<file path="config.mk">
export PLATFORM = sky130hd
export DESIGN_NAME = ld_queue
export DESIGN_NICKNAME = d
export VERILOG_FILES = /design/src/rtl/ld_pkg.sv /design/src/rtl/ld_cache.sv /design/src/rtl/ld_queue.sv
export SDC_FILE = /design/constraint.sdc
export NUM_CORES = 1
export LEC_CHECK = 0
export ABC_AREA = 1
export CORE_MARGIN = 3
export CORE_UTILIZATION = 63
export DETAILED_ROUTE_END_ITERATION = 8
export GPL_TIMING_DRIVEN = 1
export HOLD_SLACK_MARGIN = 0.12
export PLACE_DENSITY = 0.91
export REMOVE_ABC_BUFFERS = 1
export SYNTH_ARGS = -nofsm -noshare
export SYNTH_HDL_FRONTEND = slang
export SYNTH_HIERARCHICAL = 1
export SYNTH_SLANG_ARGS = --single-unit
</file>
<file path="constraint.sdc">
create_clock -name clk -period 6.89 [get_ports clk]
set_input_delay 1.378 -clock clk [delete_from_list [all_inputs] [get_ports clk]]
set_output_delay 1.378 -clock clk [all_outputs]
set_load 0.05 [all_outputs]
</file>
<file path="src/rtl/ld_pkg.sv">
// Shared definitions for the load queue: load opcodes and the FSM state encoding.
package ld_pkg;

    localparam logic [3:0] OP_LD  = 4'd4;
    localparam logic [3:0] OP_LDR = 4'd5;

    typedef enum logic {
        ST_IDLE = 1'b0,
        ST_WAIT = 1'b1
    } state_t;

    function automatic logic is_load(input logic [3:0] op);
        return (op == OP_LD) || (op == OP_LDR);
    endfunction

endpackage

</file>
<file path="src/rtl/ld_cache.sv">
// Fully-associative one-word data cache: combinational lookup, fill into the
// lowest free line (else the round-robin victim), and store-snoop invalidate.
module ld_cache
    import ld_pkg::*;
#(
    parameter int LINES  = 4,
    parameter int ADDR_W = 16,
    parameter int DATA_W = 16
) (
    input  logic              clk,
    input  logic              rst,
    input  logic [ADDR_W-1:0] lookup_addr,
    output logic              hit,
    output logic [DATA_W-1:0] hit_data,
    input  logic              fill_en,
    input  logic [ADDR_W-1:0] fill_addr,
    input  logic [DATA_W-1:0] fill_data,
    input  logic              inv_valid,
    input  logic [ADDR_W-1:0] inv_addr
);

    localparam int VW = (LINES > 1) ? $clog2(LINES) : 1;

    logic [LINES-1:0]  line_valid;
    logic [ADDR_W-1:0] line_addr [LINES];
    logic [DATA_W-1:0] line_data [LINES];
    logic [VW-1:0]     victim;
    logic [VW-1:0]     free_idx;
    logic              free_found;
    logic              fill_ok;

    always_comb begin
        hit      = 1'b0;
        hit_data = '0;
        for (int i = 0; i < LINES; i++) begin
            if (line_valid[i] && (line_addr[i] == lookup_addr)) begin
                hit      = 1'b1;
                hit_data = line_data[i];
            end
        end
    end

    // Scan downward so the lowest-index invalid line wins.
    always_comb begin
        free_found = 1'b0;
        free_idx   = '0;
        for (int i = LINES - 1; i >= 0; i--) begin
            if (!line_valid[i]) begin
                free_found = 1'b1;
                free_idx   = VW'(i);
            end
        end
    end

    // A fill racing an invalidate of the same address must not leave the line valid.
    assign fill_ok = fill_en && !(inv_valid && (inv_addr == fill_addr));

    always_ff @(posedge clk) begin
        if (rst) begin
            line_valid <= '0;
            victim     <= '0;
        end else begin
            for (int i = 0; i < LINES; i++) begin
                if (inv_valid && line_valid[i] && (line_addr[i] == inv_addr)) begin
                    line_valid[i] <= 1'b0;
                end
            end
            if (fill_ok) begin
                if (free_found) begin
                    line_valid[free_idx] <= 1'b1;
                    line_addr[free_idx]  <= fill_addr;
                    line_data[free_idx]  <= fill_data;
                end else begin
                    line_valid[victim] <= 1'b1;
                    line_addr[victim]  <= fill_addr;
                    line_data[victim]  <= fill_data;
                    victim <= (victim == VW'(LINES - 1)) ? '0 : victim + VW'(1);
                end
            end
        end
    end

endmodule

</file>
<file path="src/rtl/ld_queue.sv">
// In-order load queue: accepts LD/LDR from the reservation stations, serves
// hits from ld_cache and misses from memory, completing strictly in order.
//
// state   | meaning
// --------+---------------------------------------------------------------
// ST_IDLE | head (if any) looked up in cache; hit completes, miss requests
// ST_WAIT | read issued for head; waiting for response with matching address
module ld_queue
    import ld_pkg::*;
#(
    parameter int DEPTH  = 4,
    parameter int LINES  = 4,
    parameter int TAG_W  = 6,
    parameter int ADDR_W = 16,
    parameter int DATA_W = 16
) (
    input  logic              clk,
    input  logic              rst,
    input  logic              valid,
    input  logic [TAG_W-1:0]  rs_num,
    input  logic [3:0]        op,
    input  logic [ADDR_W-1:0] val0,
    input  logic [ADDR_W-1:0] val1,
    output logic              valid_out,
    output logic [TAG_W-1:0]  rs_num_out,
    output logic [3:0]        op_out,
    output logic [DATA_W-1:0] res_out,
    output logic              mem_re,
    output logic [ADDR_W-1:0] mem_raddr,
    input  logic [ADDR_W-1:0] mem_addr_out,
    input  logic [DATA_W-1:0] mem_data_out,
    input  logic              mem_ready,
    input  logic              inv_valid,
    input  logic [ADDR_W-1:0] inv_addr,
    output logic              busy
);

    localparam int PW = $clog2(DEPTH);
    localparam int CW = PW + 1;

    logic [ADDR_W-1:0] q_addr [DEPTH];
    logic [TAG_W-1:0]  q_tag  [DEPTH];
    logic [3:0]        q_op   [DEPTH];
    logic [PW-1:0]     wr_ptr;
    logic [PW-1:0]     rd_ptr;
    logic [CW-1:0]     count;
    state_t            state;

    logic [ADDR_W-1:0] acc_addr;
    logic [ADDR_W-1:0] head_addr;
    logic              cache_hit;
    logic [DATA_W-1:0] cache_data;
    logic              lookup_hit;
    logic              not_empty;
    logic              push;
    logic              pop;
    logic              do_hit;
    logic              do_miss;
    logic              do_resp;

    assign busy      = (count == CW'(DEPTH));
    assign not_empty = (count != '0);
    assign push      = valid && !busy && is_load(op);
    assign acc_addr  = (op == OP_LDR) ? val0 + val1 : val0;
    assign head_addr = q_addr[rd_ptr];

    // A line being invalidated this cycle cannot serve the lookup.
    assign lookup_hit = cache_hit && !(inv_valid && (inv_addr == head_addr));
    assign do_hit     = (state == ST_IDLE) && not_empty && lookup_hit;
    assign do_miss    = (state == ST_IDLE) && not_empty && !lookup_hit;
    assign do_resp    = (state == ST_WAIT) && mem_ready && (mem_addr_out == head_addr);
    assign pop        = do_hit || do_resp;

    ld_cache #(
        .LINES (LINES),
        .ADDR_W(ADDR_W),
        .DATA_W(DATA_W)
    ) u_cache (
        .clk        (clk),
        .rst        (rst),
        .lookup_addr(head_addr),
        .hit        (cache_hit),
        .hit_data   (cache_data),
        .fill_en    (do_resp),
        .fill_addr  (head_addr),
        .fill_data  (mem_data_out),
        .inv_valid  (inv_valid),
        .inv_addr   (inv_addr)
    );

    always_ff @(posedge clk) begin
        if (rst) begin
            wr_ptr <= '0;
            rd_ptr <= '0;
            count  <= '0;
        end else begin
            if (push) begin
                q_addr[wr_ptr] <= acc_addr;
                q_tag[wr_ptr]  <= rs_num;
                q_op[wr_ptr]   <= op;
                wr_ptr         <= wr_ptr + PW'(1);
            end
            if (pop) begin
                rd_ptr <= rd_ptr + PW'(1);
            end
            case ({push, pop})
                2'b10:   count <= count + CW'(1);
                2'b01:   count <= count - CW'(1);
                default: count <= count;
            endcase
        end
    end

    always_ff @(posedge clk) begin
        if (rst) begin
            state      <= ST_IDLE;
            valid_out  <= 1'b0;
            mem_re     <= 1'b0;
            mem_raddr  <= '0;
            res_out    <= '0;
            op_out     <= '0;
            rs_num_out <= '1;
        end else begin
            valid_out <= 1'b0;
            mem_re    <= 1'b0;
            case (state)
                ST_IDLE: begin
                    if (do_hit) begin
                        valid_out  <= 1'b1;
                        res_out    <= cache_data;
                        rs_num_out <= q_tag[rd_ptr];
                        op_out     <= q_op[rd_ptr];
                    end else if (do_miss) begin
                        mem_re    <= 1'b1;
                        mem_raddr <= head_addr;
                        state     <= ST_WAIT;
                    end
                end
                ST_WAIT: begin
                    if (do_resp) begin
                        valid_out  <= 1'b1;
                        res_out    <= mem_data_out;
                        rs_num_out <= q_tag[rd_ptr];
                        op_out     <= q_op[rd_ptr];
                        state      <= ST_IDLE;
                    end
                end
                default: state <= ST_IDLE;
            endcase
        end
    end

endmodule

</file>
# ---- After elaboration in Yosys (flattened, before gate mapping)
# Memories as Yosys holds them, arrays and structs flattened. A register that Yosys moved wholly into a read port is not among the register bits.
# Index checks and enable logic that the tools add are counted.
dict set report word_totals {
  n_memories 5
  output_inout_bits 45
  register_bits 58
  inputBits 95
  word_cells 159
  ram_bits 232
}
dict set report op_classes {
  muxes 72
  bitwise 5
  n_reduce_logical 37
  order_cmp 4
  n_addsub 6
  eq_ne 18
}
# memory depth width rd rd_clocked_by_memory_dff wr line
set mem_list {}
lappend mem_list {q_addr 4 16 1 1 1 ld_queue.sv:41} ;# logic [ADDR_W-1:0] q_addr [DEPTH];
lappend mem_list {u_cache.line_addr 4 16 4 0 1 ld_cache.sv:25} ;# logic [ADDR_W-1:0] line_addr [LINES];
lappend mem_list {u_cache.line_data 4 16 4 0 1 ld_cache.sv:26} ;# logic [DATA_W-1:0] line_data [LINES];
lappend mem_list {q_tag 4 6 1 1 1 ld_queue.sv:42} ;# logic [TAG_W-1:0] q_tag [DEPTH];
lappend mem_list {q_op 4 4 1 1 1 ld_queue.sv:43} ;# logic [3:0] q_op [DEPTH];
# operator n
set ops {}
lappend ops {{16-bit == test} 10}
lappend ops {{16-bit 2-to-1 mux} 9}
lappend ops {{1-bit 2-to-1 mux} 36}
lappend ops {{16-bit case mux with 2 select lines} 1}
lappend ops {{16-bit OR reduction} 2}
lappend ops {{2-bit 2-to-1 mux} 13}
lappend ops {{1-bit logical AND} 24}
lappend ops {{16-bit adder} 1}
lappend ops {{4-bit 2-to-1 mux} 4}
lappend ops {{6-bit 2-to-1 mux} 2}
lappend ops {{6-bit case mux with 2 select lines} 1}
lappend ops {{4-bit by 3-bit == test with 1-bit output (second input constant)} 2}
lappend ops {{4-bit OR} 2}
lappend ops {{4-bit case mux with 2 select lines} 1}
lappend ops {{2-bit by 1-bit adder with 2-bit output (second input constant)} 3}
lappend ops {{2-bit by 3-bit < comparator with 1-bit output (second input constant)} 2}
lappend ops {{3-bit case mux with 2 select lines} 1}
lappend ops {{1-bit demux with 2-bit select} 2}
lappend ops {{2-bit == test (second input constant)} 2}
lappend ops {{2-bit by 1-bit greater-or-equal comparator with 1-bit output (second input constant)} 2}
lappend ops {{1-bit case mux with 2 select lines} 2}
lappend ops {{2-bit AND reduction} 2}
lappend ops {{3-bit by 1-bit adder with 3-bit output (second input constant)} 1}
lappend ops {{3-bit == test (second input constant)} 1}
lappend ops {{other kinds (11)} 16}

# ---- Longest topological paths before layout
# Gate-level depths: netlist (run 1).
dict set report logic_depth {
  depth_word 12
  mapped_depth 28
  depth_no_buf 24
}

# ---- Hierarchy
# The synthesis (run 1) kept the hierarchy.
# mod instances area_per_inst_um2 cells_each
set modules_own_cells {}
lappend modules_own_cells {ld_queue 1 7852.5 874}
lappend modules_own_cells {ld_cache 1 7096.8 767}

# ---- Least setup slack after synthesis (run 1)
# OpenSTA, ideal clock, no wires.
dict set report synth_timing {
  kind {input port to flip-flop}
  startpoint {input mem_ready}
  endpoint {memory u_cache.line_addr[0][0] (enable)}
  arrival_ns 3.876
  path_stages 10
  path_buffers 0
  setup_slack_ns 2.593
  setup_time_ns 0.421
  path_cell_list {nand2_1 inv_1 nand2_1 nor4_1 nand3_1 nor3_1 nand2_1 nor2_1 nand3_1 nor2_1}
}
dict set report synth_via {
  elab_chain_len 8
  elab_cells_between_ends 12
}
# item line
set synth_lines {}
lappend synth_lines {{from (decl)} ld_queue.sv:32} ;# input logic mem_ready,
lappend synth_lines {{1-bit logical AND (*) (2 in series)} ld_queue.sv:71} ;# assign do_resp = (state == ST_WAIT) && mem_ready && (mem_addr_out == head_addr);
lappend synth_lines {{via do_resp} ld_queue.sv:59} ;# logic do_resp;
lappend synth_lines {{1-bit logical AND (*)} ld_cache.sv:56} ;# assign fill_ok = fill_en && !(inv_valid && (inv_addr == fill_addr));
lappend synth_lines {{1-bit 2-to-1 mux} ld_cache.sv:68} ;# if (fill_ok) begin
lappend synth_lines {{1-bit 2-to-1 mux} ld_cache.sv:59} ;# if (rst) begin
lappend synth_lines {{1-bit 2-to-1 mux (not written as such)} ld_cache.sv:75} ;# line_addr[victim] <= fill_addr;
lappend synth_lines {{16-bit OR reduction (no line)} --}
lappend synth_lines {{2-bit 2-to-1 mux (no line) / 1-bit 2-to-1 mux (equally long branches)} --}
lappend synth_lines {{to (decl)} ld_cache.sv:25}
# Mark *: on every way through the listed nets, which the timed path passes. The rest lies on a longest branch.

==> run summary, run 1 <==
Status = completed
CP max stage delay = 0.85 ns
FMAX = 182 MHz
Post-DP Area = 16500 um2
Top_reg_cell synth = edfxtp_1
DIE HEIGHT = 160 um
Synth unique cells = 49
PortBufs = 139
Max-slew violation count = 0
Global routing usage on met2 = 53.6%
RSZ-0062 raised after global routing = false
Met1 GRT Util = 38.8%
# setup viols final = 0
CP top delay family = simple AND/OR/NAND/NOR gates
# Max-Cap Violations = 0
Crit. End Element = register
Worst Path Max Fanout = 50
Routed wire length = 40600 um
All-Layer GR Usage = 31.1%
Slew at the pin closest to its max-slew limit = 0.978 ns
Global-route met3 utilization = 5.58%
H-Tree Depth = 1
Fraction of layout cells with a size suffix above 1 = 8.54%
Leakage = 6.83 nW
NumNets Final = 1901
Synth Register Bits = 292
Critical-path cell list = buf_4 -> nand2_1 -> nand3_1 -> nand2_1 -> inv_1 -> xor2_1 -> nor3_2 -> nand3_1 -> nand4_1 -> nand3_4 -> nand2_4 -> ha_1 -> inv_1 -> fa_1 -> a21oi_1 -> o21ai_0 -> o21ai_0 -> a21oi_1
Remaining DRCs = 0
Crit Path Class = reg2reg
Register area = 8170 um2
CP max stage cell = dfxtp_1
Layer with the highest usage = met2
CTS tree = done
Fillers = 1550
Peak supply drop = 0.000221 V
Root Driver = clkbuf_16
Max Root-Sink Buffers = 3
Period utilisation layout = 79.9%
Initial antenna violation count = 4
CP Buf/Inv Count = 3
Initial Util = 65.0%
Post-synthesis sequential area ratio = 54.6%
PD cells = 222 nW/um2
Post-Syn Instances = 1641
Final HPWL from detailed placement = 28200 um
Core area = 23000 um2
Largest net degree at the start of global routing = 53
Multi-input logic area = 5860 um2
Pre-CTS WS = 1.58 ns
Iter 0 DRT Violations = 1285
Die area = 25600 um2
Post-Layout Inst Area = 17600 um2
Clock-pin slew on the worst setup and hold paths = 0.07 ns
Final core utilization = 76.7%
Skew final = 0.0198 ns
First-pass GRT wire length = 63300 um
Worst slew margin = 34.5%
Vias = 12400
Startpoint types = register
Hold Buf Count CTS = 0
Clk sinks = 292
DR WL/cell = 19.2 um
Vias in the first global route = 12100
WP data arrival = 5.94 ns
Final Hold Fails = 0
Pre-antenna DRT Iters = 6
Critical Path RT = 7.32 ns
Min-Delay Path Class = reg2reg
Top-Level Pins = 140
Number of gates resized after cts = 0
Worst-Skew Late Latency = 0.56 ns
Setup TNS = 0 ns
Area Overhead vs Synth = 17.9%
GP Congestion = 0.953
Postcts setup bufs = 0
Synth Area per Inst = 9.11 um2
Hold Startpoint = mem_raddr[1]$_SDFFE_PP0P_
Total CTS buffers = 30
Post-synth EDFFs = 232
Synth async-reset ratio = 0%
Post-Syn Area = 14900 um2
Die width = 160 um
Post-route ant nets = 0
Grt total ovfl = 0
Post-DR vias/cell = 5.85
Post-layout minimum cycle time = 5.50 ns
Synth Warn # = 6
Final WS setup = 1.39 ns
Site Rows = 55
==> area by class of cell <==
cell class                 count  area share [%]
timing repair buffer         154            8.53
inverter                     158            3.45
tap                          313            2.22
antenna                        1          0.0142
sequential                   292            46.3
multi-input combinational   1144            33.2
clock inverter                11           0.795
clock buffer                  45            5.40
==> synth_stat cells, types with 16 or more instances <==
master	count	area (um2)
xor2_1	37	324
nand2_1	415	1560
o21ai_1	26	130
a21oi_1	59	295
inv_1	129	484
dfxtp_1	60	1200
o21ai_0	65	325
nand3_1	82	410
o22ai_1	30	188
xnor2_1	29	254
ha_1	24	300
nand4_1	27	169
clkbuf_1	16	60.1
inv_2	24	90.1
nor2_1	221	830
mux2i_1	16	160
edfxtp_1	232	6970
==> registers in the layout, summed over array words and instances (netlist names), 6 cells and up, named ones only <==
signal and flops:
q_addr 64, u_cache/line_data 64, rs_num_out 6, u_cache/line_addr 64
res_out 16, mem_raddr 16, q_tag 24, q_op 16
==> cell usage in the layout, fill, tap and decap left out, types with 4 or more instances in the layout <==
cell type        instances
nand4_1                 27
or2_2                    5
ha_1                    24
mux2i_1                 16
nor2_1                 213
nand3_1                 82
buf_4                   15
edfxtp_1               232
o211ai_1                 4
inv_2                   24
nor3_1                  12
a21oi_1                 59
inv_1                  129
o21ai_1                 26
xnor2_1                 29
o2111ai_1                6
a31oi_1                  5
nor2_2                  17
o21ai_0                 65
inv_4                    4
nand2_1                415
dfxtp_1                 60
or2_1                    7
nand3_4                  4
clkbuf_8                 6
o22ai_1                 30
a21oi_2                 11
clkdlybuf4s50_1        139
xor2_1                  37
nand3_2                  5
clkbuf_16               34
nand3b_1                 7
nand2_2                 12
clkbuf_1                 5
==> worst paths after layout <==
path | endpoint | slack (ns) | depth (start not counted)
max | count[2]$_SDFFE_PP0P_ | 1.39 | 18
min | mem_raddr[1]$_SDFFE_PP0P_ | 0.47 | 2
max reg2reg | count[2]$_SDFFE_PP0P_ | 1.39 | 18
min reg2reg | mem_raddr[1]$_SDFFE_PP0P_ | 0.47 | 2
==> kinds of logic (layout without fill, tap and decap cells) <==
family | count (synthesis) | after routing | share of synthesized area (%)
flip-flops | 292 | 292 | 54.6
buffers and inverters | 205 | 368 | 6.31
AO/OA/AOI/OAI | 217 | 217 | 8.26
multiplexers | 16 | 16 | 1.07
adder cells (fa/ha/maj) | 26 | 26 | 2.28
other | 0 | 1 | 0
XOR/XNOR | 66 | 66 | 3.87
AND/OR/NAND/NOR | 819 | 819 | 23.6
==> where the power goes <==
| group | total (W) | internal, W | switching, W | leakage, nW |
|---|---|---|---|---|
| clock network | 0.00174 | 0.00107 | 0.000673 | 0.540 |
| registers | 0.00191 | 0.00190 | 0.00000300 | 2.57 |
| logic | 0.000266 | 0.000110 | 0.000156 | 3.72 |
| total | 0.00391 | 0.00308 | 0.000832 | 6.83 |
==> metrics by stage <==
step / std cells / power, W / hold slack, ns
after floorplan: 1594 / 0.00208 / 0.468
after global placement: 2061 / 0.00220 / 0.450
after detailed placement: 2061 / 0.00220 / 0.457
after CTS: 2117 / 0.00392 / 0.468
after global routing: 2118 / 0.00402 / 0.486
final: 2118 / 0.00391 / 0.466
==> layer usage <==
metal / part of all wire [%] / vias up
li1: - / 5785
met3: 9.1 / 116
met4: 3.9 / 6
met2: 49 / 705
met5: 0.10 / -
met1: 38 / 5778
==> worst min-delay path: cells and delay by family, from the launching register on <==
family,cells,cell delay (ns)
flops,1,0.31
compound gates,1,0.05
simple gates,1,0.06
Note: power is estimated with default switching activity, not from simulation.
==> run 2, diff against run 1 <==
- CORE_UTILIZATION: 63 -> 52
- PLACE_DENSITY: 0.91 -> 0.81
- clock period: 6.89 -> 4.8 ns (I/O delays scaled with it)
==> run 2 against run 1 <==
  * Via count fell by 2.4%
  * Highest routed layer unchanged
  * Utilization decreased by 14 points
  * Routed wire length is 0.26% higher
  * Sequential cell count unchanged
==> run summary, run 2 (same netlist as run 1, synthesis figures left out) <==
Status = completed
Site Rows = 61 (+11%)
Critical Path RT = 5.25 ns (-2.07 ns)
Initial antenna violation count = 1 (-3)
NumNets Final = 1911 (+0.53%)
DR WL/cell = 18.6 um (-3.1%)
Critical-path cell list = buf_4 -> nand2_1 -> nand3_1 -> nand2_1 -> inv_1 -> inv_2 -> nand2_1 -> nand2_1 -> nor3_1 -> nand2_1 -> nor2_2 -> nand3_4 -> nand4_1 -> nand3_4 -> nand2_4 -> ha_1 -> inv_1 -> fa_1 -> a21oi_1 -> o21ai_0 -> o21ai_0 -> a21oi_1
CP max stage cell = dfxtp_1
Layer with the highest usage = met2
Routed wire length = 40700 um (+0.26%)
Post-layout minimum cycle time = 4.25 ns (-1.25 ns)
Hold slack = 0.460 ns (-0.00516 ns)
Core area = 28100 um2 (+22%)
Vias = 12100 (-2.4%)
Met1 GRT Util = 32.7% (-6.1 points)
RSZ-0062 raised after global routing = false
Total CTS buffers = 30 (unchanged)
H-Tree Depth = 1 (unchanged)
CP top delay family = simple AND/OR/NAND/NOR gates
Vias in the first global route = 11900 (-2.3%)
CP Buf/Inv Count = 4 (+1)
Postcts setup bufs = 0 (unchanged)
Largest net degree at the start of global routing = 53 (unchanged)
Crit. End Element = register
Initial Util = 53.2% (-12 points)
Top-Level Pins = 140 (unchanged)
Period utilisation layout = 88.5% (+8.7 points)
Diode count = 0 (-1)
CP max stage delay = 0.43 ns (-0.42 ns)
Cell-internal power = 0.00432 W (+40%)
FMAX = 235 MHz (+29%)
Global routing usage on met2 = 45.7% (-7.9 points)
Grt total ovfl = 0 (unchanged)
Skew final = 0.0150 ns (-0.00480 ns)
DIE HEIGHT = 176 um (+9.7%)
Most used cell, CP = nand2_1
Number of gates resized after cts = 0 (unchanged)
PortBufs = 139 (unchanged)
Startpoint types = register
Area Overhead vs Synth = 18.6%
Combinational share of power = 7.0% (+0.2 points)
Switching Share = 21.8% (+0.51 points)
First-pass GRT wire length = 63600 um (+0.44%)
Slew at the pin closest to its max-slew limit = 0.865 ns (-0.113 ns)
Setup TNS = 0 ns (unchanged)
Root Driver = clkbuf_16
Clock share of power = 43.6% (-0.9 points)
Crit Path Class = reg2reg
Iter 0 DRT Violations = 1063 (-17%)
Pre-antenna DRT Iters = 5 (-1)
Peak supply drop = 0.000251 V (+14%)
Commonest non-fill, non-tap cell in the layout = nand2_1
Worst slew margin = 42.2% (+7.8 points)
Flop pwr share = 49.4% (+0.7 points)
Remaining DRCs = 0 (unchanged)
Max-slew violation count = 0 (unchanged)
Largest regs = q_addr (64), u_cache/line_addr (64), u_cache/line_data (64)
Fillers = 2366 (+53%)
Switching power = 0.00120 W (+45%)
Final core utilization = 63.1% (-14 points)
Max Root-Sink Buffers = 3 (unchanged)
Post-DR vias/cell = 5.52 (-5.7%)
Clock-pin slew on the worst setup and hold paths = 0.06 ns (about the same)
WP data arrival = 4.70 ns (-1.24 ns)
# Max-Cap Violations = 0 (unchanged)
Die width = 176 um (+9.7%)
Final Hold Fails = 0 (unchanged)
All-Layer GR Usage = 26.0% (-5.1 points)
Global-route met3 utilization = 3.65% (-1.9 points)
Leakage = 6.85 nW (+0.27%)
Hold Buf Count CTS = 0 (unchanged)
Die area = 30800 um2 (+20%)
Min-Delay Path Class = reg2reg
Worst Path Max Fanout = 32 (-36%)
CTS tree = done
PD cells = 312 nW/um2 (+40%)
Final HPWL from detailed placement = 29300 um (+4.0%)
Most frequent cells in the layout = nand2_1 (415), edfxtp_1 (232), nor2_1 (213)
Post-route ant nets = 0 (unchanged)
Worst-Skew Late Latency = 0.57 ns (about the same)
# setup viols final = 0 (unchanged)
Clk sinks = 292 (unchanged)
Fraction of layout cells with a size suffix above 1 = 8.93% (+0.39 points)
GP Congestion = 0.952 (-0.16%)
[run 2: final cells by class]
type	count	area (um2)	area share (%)
multi-input combinational	1144	5870	33.1
clock buffer	42	836	4.71
tap	378	473	2.67
clock inverter	14	198	1.12
sequential	292	8170	46.1
inverter	158	608	3.43
timing repair buffer	164	1580	8.91
[run 2: final timing paths]
kind         slack [ns]                   start  depth (start not counted)                     end
min                0.46  op_out[2]$_SDFFE_PP0P_                          2  op_out[2]$_SDFFE_PP0P_
max                0.55                register                         22   count[2]$_SDFFE_PP0P_
max reg2reg        0.55                register                         22   count[2]$_SDFFE_PP0P_
min reg2reg        0.46  op_out[2]$_SDFFE_PP0P_                          2  op_out[2]$_SDFFE_PP0P_
[run 2: worst min-delay path, delay by kind of cell (launching register included)]
family,cells,cell delay [ns]
compound gates,1,0.05
flops,1,0.31
simple gates,1,0.06
[run 2: layer usage]
layer	wire [um]	up-vias	share of wire, %
met5	13	-	0.032
met4	1540	2	3.8
met3	2640	91	6.5
li1	-	5783	-
met1	16300	5732	40
met2	20200	482	50
[run 2: through the flow]
step / power [W] / cells / worst slack [ns] / instance area, um2
floorplan: 0.00298 / 1594 / 0.141 / 14600
global placement: 0.00316 / 2136 / 0.726 / 16700
detailed placement: 0.00317 / 2136 / 0.641 / 16700
CTS: 0.00556 / 2192 / 0.595 / 17700
global route: 0.00570 / 2192 / 0.203 / 17700
finish: 0.00553 / 2192 / 0.550 / 17700
[run 2: power groups by stage]
stage                     combinational [W]  clock (W)  sequential (W)
after floorplan                    0.000178          0         0.00280
after global placement             0.000374          0         0.00279
final                              0.000387    0.00241         0.00273
after CTS                          0.000383    0.00244         0.00273
after detailed placement           0.000382          0         0.00279
after global routing               0.000424    0.00254         0.00273
==> run 3, diff against run 2 <==
- CORE_MARGIN: 3 -> default
- REMOVE_ABC_BUFFERS: 1 -> default
==> run 3 against run 2 <==
  * Final area decreased by 0.34%
  * Critical path depth unchanged
  * Cell count unchanged
  * Routed wire length decreased by 1.9%
  * Largest power group unchanged
  * Sequential power about the same
  * Non-clock buffer count unchanged
  * Clock skew decreased by 0.0045 ns
  * Clock power decreased by 7%
==> run summary, run 3 (same netlist as run 1, synthesis figures left out) <==
Die width = 172 um (-2.3%)
Clock share of power = 41.9% (-1.7 points)
Flop pwr share = 50.9% (+1.5 points)
Combinational share of power = 7.2% (+0.2 points)
NumNets Final = 1911 (unchanged)
Total CTS buffers = 30 (unchanged)
Post-DR vias/cell = 5.59 (+1.3%)
Grt total ovfl = 0 (unchanged)
PortBufs = 139 (unchanged)
Min-Delay Path Class = reg2reg
Final HPWL from detailed placement = 28700 um (-2.2%)
Core area = 28000 um2 (-0.27%)
Setup TNS = 0 ns (unchanged)
FMAX = 241 MHz (+2.4%)
Clk sinks = 292 (unchanged)
Remaining DRCs = 0 (unchanged)
Worst Path Max Fanout = 32 (unchanged)
Pre-CTS WS = 0.680 ns (+0.0390 ns)
Cell-internal power = 0.00419 W (-3.2%)
Diode count = 0 (unchanged)
All-Layer GR Usage = 27.4% (+1.4 points)
Skew final = 0.0105 ns (-0.00452 ns)
CP max stage cell = dfxtp_1
Leakage = 6.82 nW (-0.44%)
Top-Level Pins = 140 (unchanged)
Post-route ant nets = 0 (unchanged)
Max-slew violation count = 0 (unchanged)
Root Driver = clkbuf_16
Hold path endpoint = op_out[0]$_SDFFE_PP0P_
Max Root-Sink Buffers = 3 (unchanged)
Reg-to-reg slack, setup = 0.65 ns (+0.10 ns)
Iter 0 DRT Violations = 1238 (+16%)
Site Rows = 61 (unchanged)
WP data arrival = 4.59 ns (-0.11 ns)
Hold path cells = 2 (unchanged)
DIE HEIGHT = 172 um (-2.3%)
PD cells = 304 nW/um2 (-2.5%)
# setup viols final = 0 (unchanged)
Status = completed
Hold Buf Count CTS = 0 (unchanged)
Worst slew margin = 40.1% (-2.1 points)
Final WS setup = 0.649 ns (+0.0994 ns)
Crit Path Class = reg2reg
Worst-Skew Late Latency = 0.56 ns (about the same)
Largest net degree at the start of global routing = 53 (unchanged)
RSZ-0062 raised after global routing = false
Largest regs = q_addr (64), u_cache/line_addr (64), u_cache/line_data (64)
Period utilisation layout = 86.5% (-2.1 points)
Post-layout minimum cycle time = 4.15 ns (-0.0994 ns)
Critical-path cell list = buf_4 -> nand2_1 -> nand3_2 -> nand2_2 -> inv_1 -> inv_2 -> nand2_1 -> o21ai_1 -> nor2_1 -> nand2_1 -> nor2_2 -> nand3_4 -> nand4_1 -> nand3_4 -> nand2_4 -> ha_1 -> inv_1 -> fa_1 -> a21oi_1 -> o21ai_0 -> o21ai_0 -> a21oi_1
Vias = 12200 (+1.3%)
Critical Path RT = 5.24 ns (about the same)
Commonest non-fill, non-tap cell in the layout = nand2_1
Initial Util = 53.4% (+0.15 points)
CP Buf/Inv Count = 4 (unchanged)
Most used cell, CP = nand2_1
Initial antenna violation count = 0 (-1)
Fillers = 2261 (-4.4%)
Slew at the pin closest to its max-slew limit = 0.896 ns (+0.0314 ns)
Die area = 29400 um2 (-4.5%)
Crit. End Element = register
Final core utilization = 63.1% (about the same)
Clock-pin slew on the worst setup and hold paths = 0.06 ns (about the same)
Syn Nets = 1762
Final Hold Fails = 0 (unchanged)
# Max-Cap Violations = 0 (unchanged)
Routed wire length = 40000 um (-1.9%)
Area Overhead vs Synth = 18.2%
Startpoint types = register
Switching Share = 22.1% (+0.27 points)
R2R depth = 22 (unchanged)
Peak supply drop = 0.000272 V (+8.4%)
Most frequent cells in the layout = nand2_1 (415), edfxtp_1 (232), nor2_1 (213)
First-pass GRT wire length = 61600 um (-3.2%)
Switching power = 0.00118 W (-1.6%)
Postcts setup bufs = 0 (unchanged)
Hold Startpoint = op_out[0]$_SDFFE_PP0P_
CP top delay family = simple AND/OR/NAND/NOR gates
Number of gates resized after cts = 0 (unchanged)
DR WL/cell = 18.2 um (-1.9%)
Vias in the first global route = 11600 (-1.8%)
GP Congestion = 1.01 (+6.3%)
Fraction of layout cells with a size suffix above 1 = 9.04% (+0.11 points)
H-Tree Depth = 1 (unchanged)
Pre-antenna DRT Iters = 5 (unchanged)
CP max stage delay = 0.43 ns (about the same)
CTS tree = done
Worst reg2reg path endpoint = count[2]$_SDFFE_PP0P_
run 3: cell count changes in the layout (fill, tap and decap cells not counted), moves of 2 or more:
cell        change
bufinv_16       -4
clkbuf_1        -3
clkbuf_2        +3
clkbuf_8        +3
clkinv_2        -3
clkinvlp_4      +2
nor2_2          -2
nor2_4          +2
run 3: power by group through the flow:
stage / clock network, W / registers [W] / logic (W)
2_1_floorplan: 0 / 0.00280 / 0.000189
3_3_place_gp: 0 / 0.00279 / 0.000374
3_5_place_dp: 0 / 0.00279 / 0.000382
4_1_cts: 0.00228 / 0.00273 / 0.000383
5_1_grt: 0.00236 / 0.00273 / 0.000421
6_report: 0.00225 / 0.00274 / 0.000388
run 3: cell type report:
class | instances | area [um2] | area share (%)
Clock buffer | 46 | 906 | 5.13
Clock inverter | 10 | 57.6 | 0.326
Inverter | 158 | 608 | 3.44
Multi-Input combinational cell | 1144 | 5880 | 33.3
Sequential cell | 292 | 8170 | 46.2
Tap cell | 378 | 473 | 2.68
Timing Repair Buffer | 164 | 1580 | 8.94
run 3: worst max path at each step:
stage,from,end,depth (start not counted)
detailed placement,mem_ready,u_cache/line_data[2][3]$_DFFE_PP_,12
CTS,register,count[2]$_SDFFE_PP0P_,22
floorplan,mem_ready,u_cache/line_addr[0][0]$_DFFE_PP_,10
global placement,register,count[2]$_SDFFE_PP0P_,22
finish,register,count[2]$_SDFFE_PP0P_,22
global route,register,count[2]$_SDFFE_PP0P_,22
run 3: metal layers:
| metal | GRT usage [%] | vias up | routed length, um |
|---|---|---|---|
| met5 | 0 | - | 0 |
| met2 | 47.2 | 605 | 19400 |
| met1 | 34.9 | 5746 | 15800 |
| li1 | - | 5797 | - |
| met4 | 10.8 | 0 | 1550 |
| met3 | 3.57 | 100 | 3220 |
run 3: metrics by stage:
step / total power, W / area (um2) / hold WS, ns / std cells
6_report: 0.00537 / 17700 / 0.461 / 2192
5_1_grt: 0.00551 / 17700 / 0.479 / 2192
4_1_cts: 0.00539 / 17700 / 0.464 / 2192
3_5_place_dp: 0.00317 / 16700 / 0.453 / 2136
3_3_place_gp: 0.00316 / 16700 / 0.449 / 2136
2_1_floorplan: 0.00299 / 14900 / 0.467 / 1641
run 3: worst reg2reg max path: cells and delay by family, from the launching register on:
| kind | cells | cell delay, ns |
|---|---|---|
| buffers and inverters | 4 | 0.86 |
| AO/OA/AOI/OAI | 5 | 0.55 |
| AND/OR/NAND/NOR | 11 | 1.68 |
| flip-flops | 1 | 0.43 |
| adder cells (fa/ha/maj) | 2 | 0.51 |
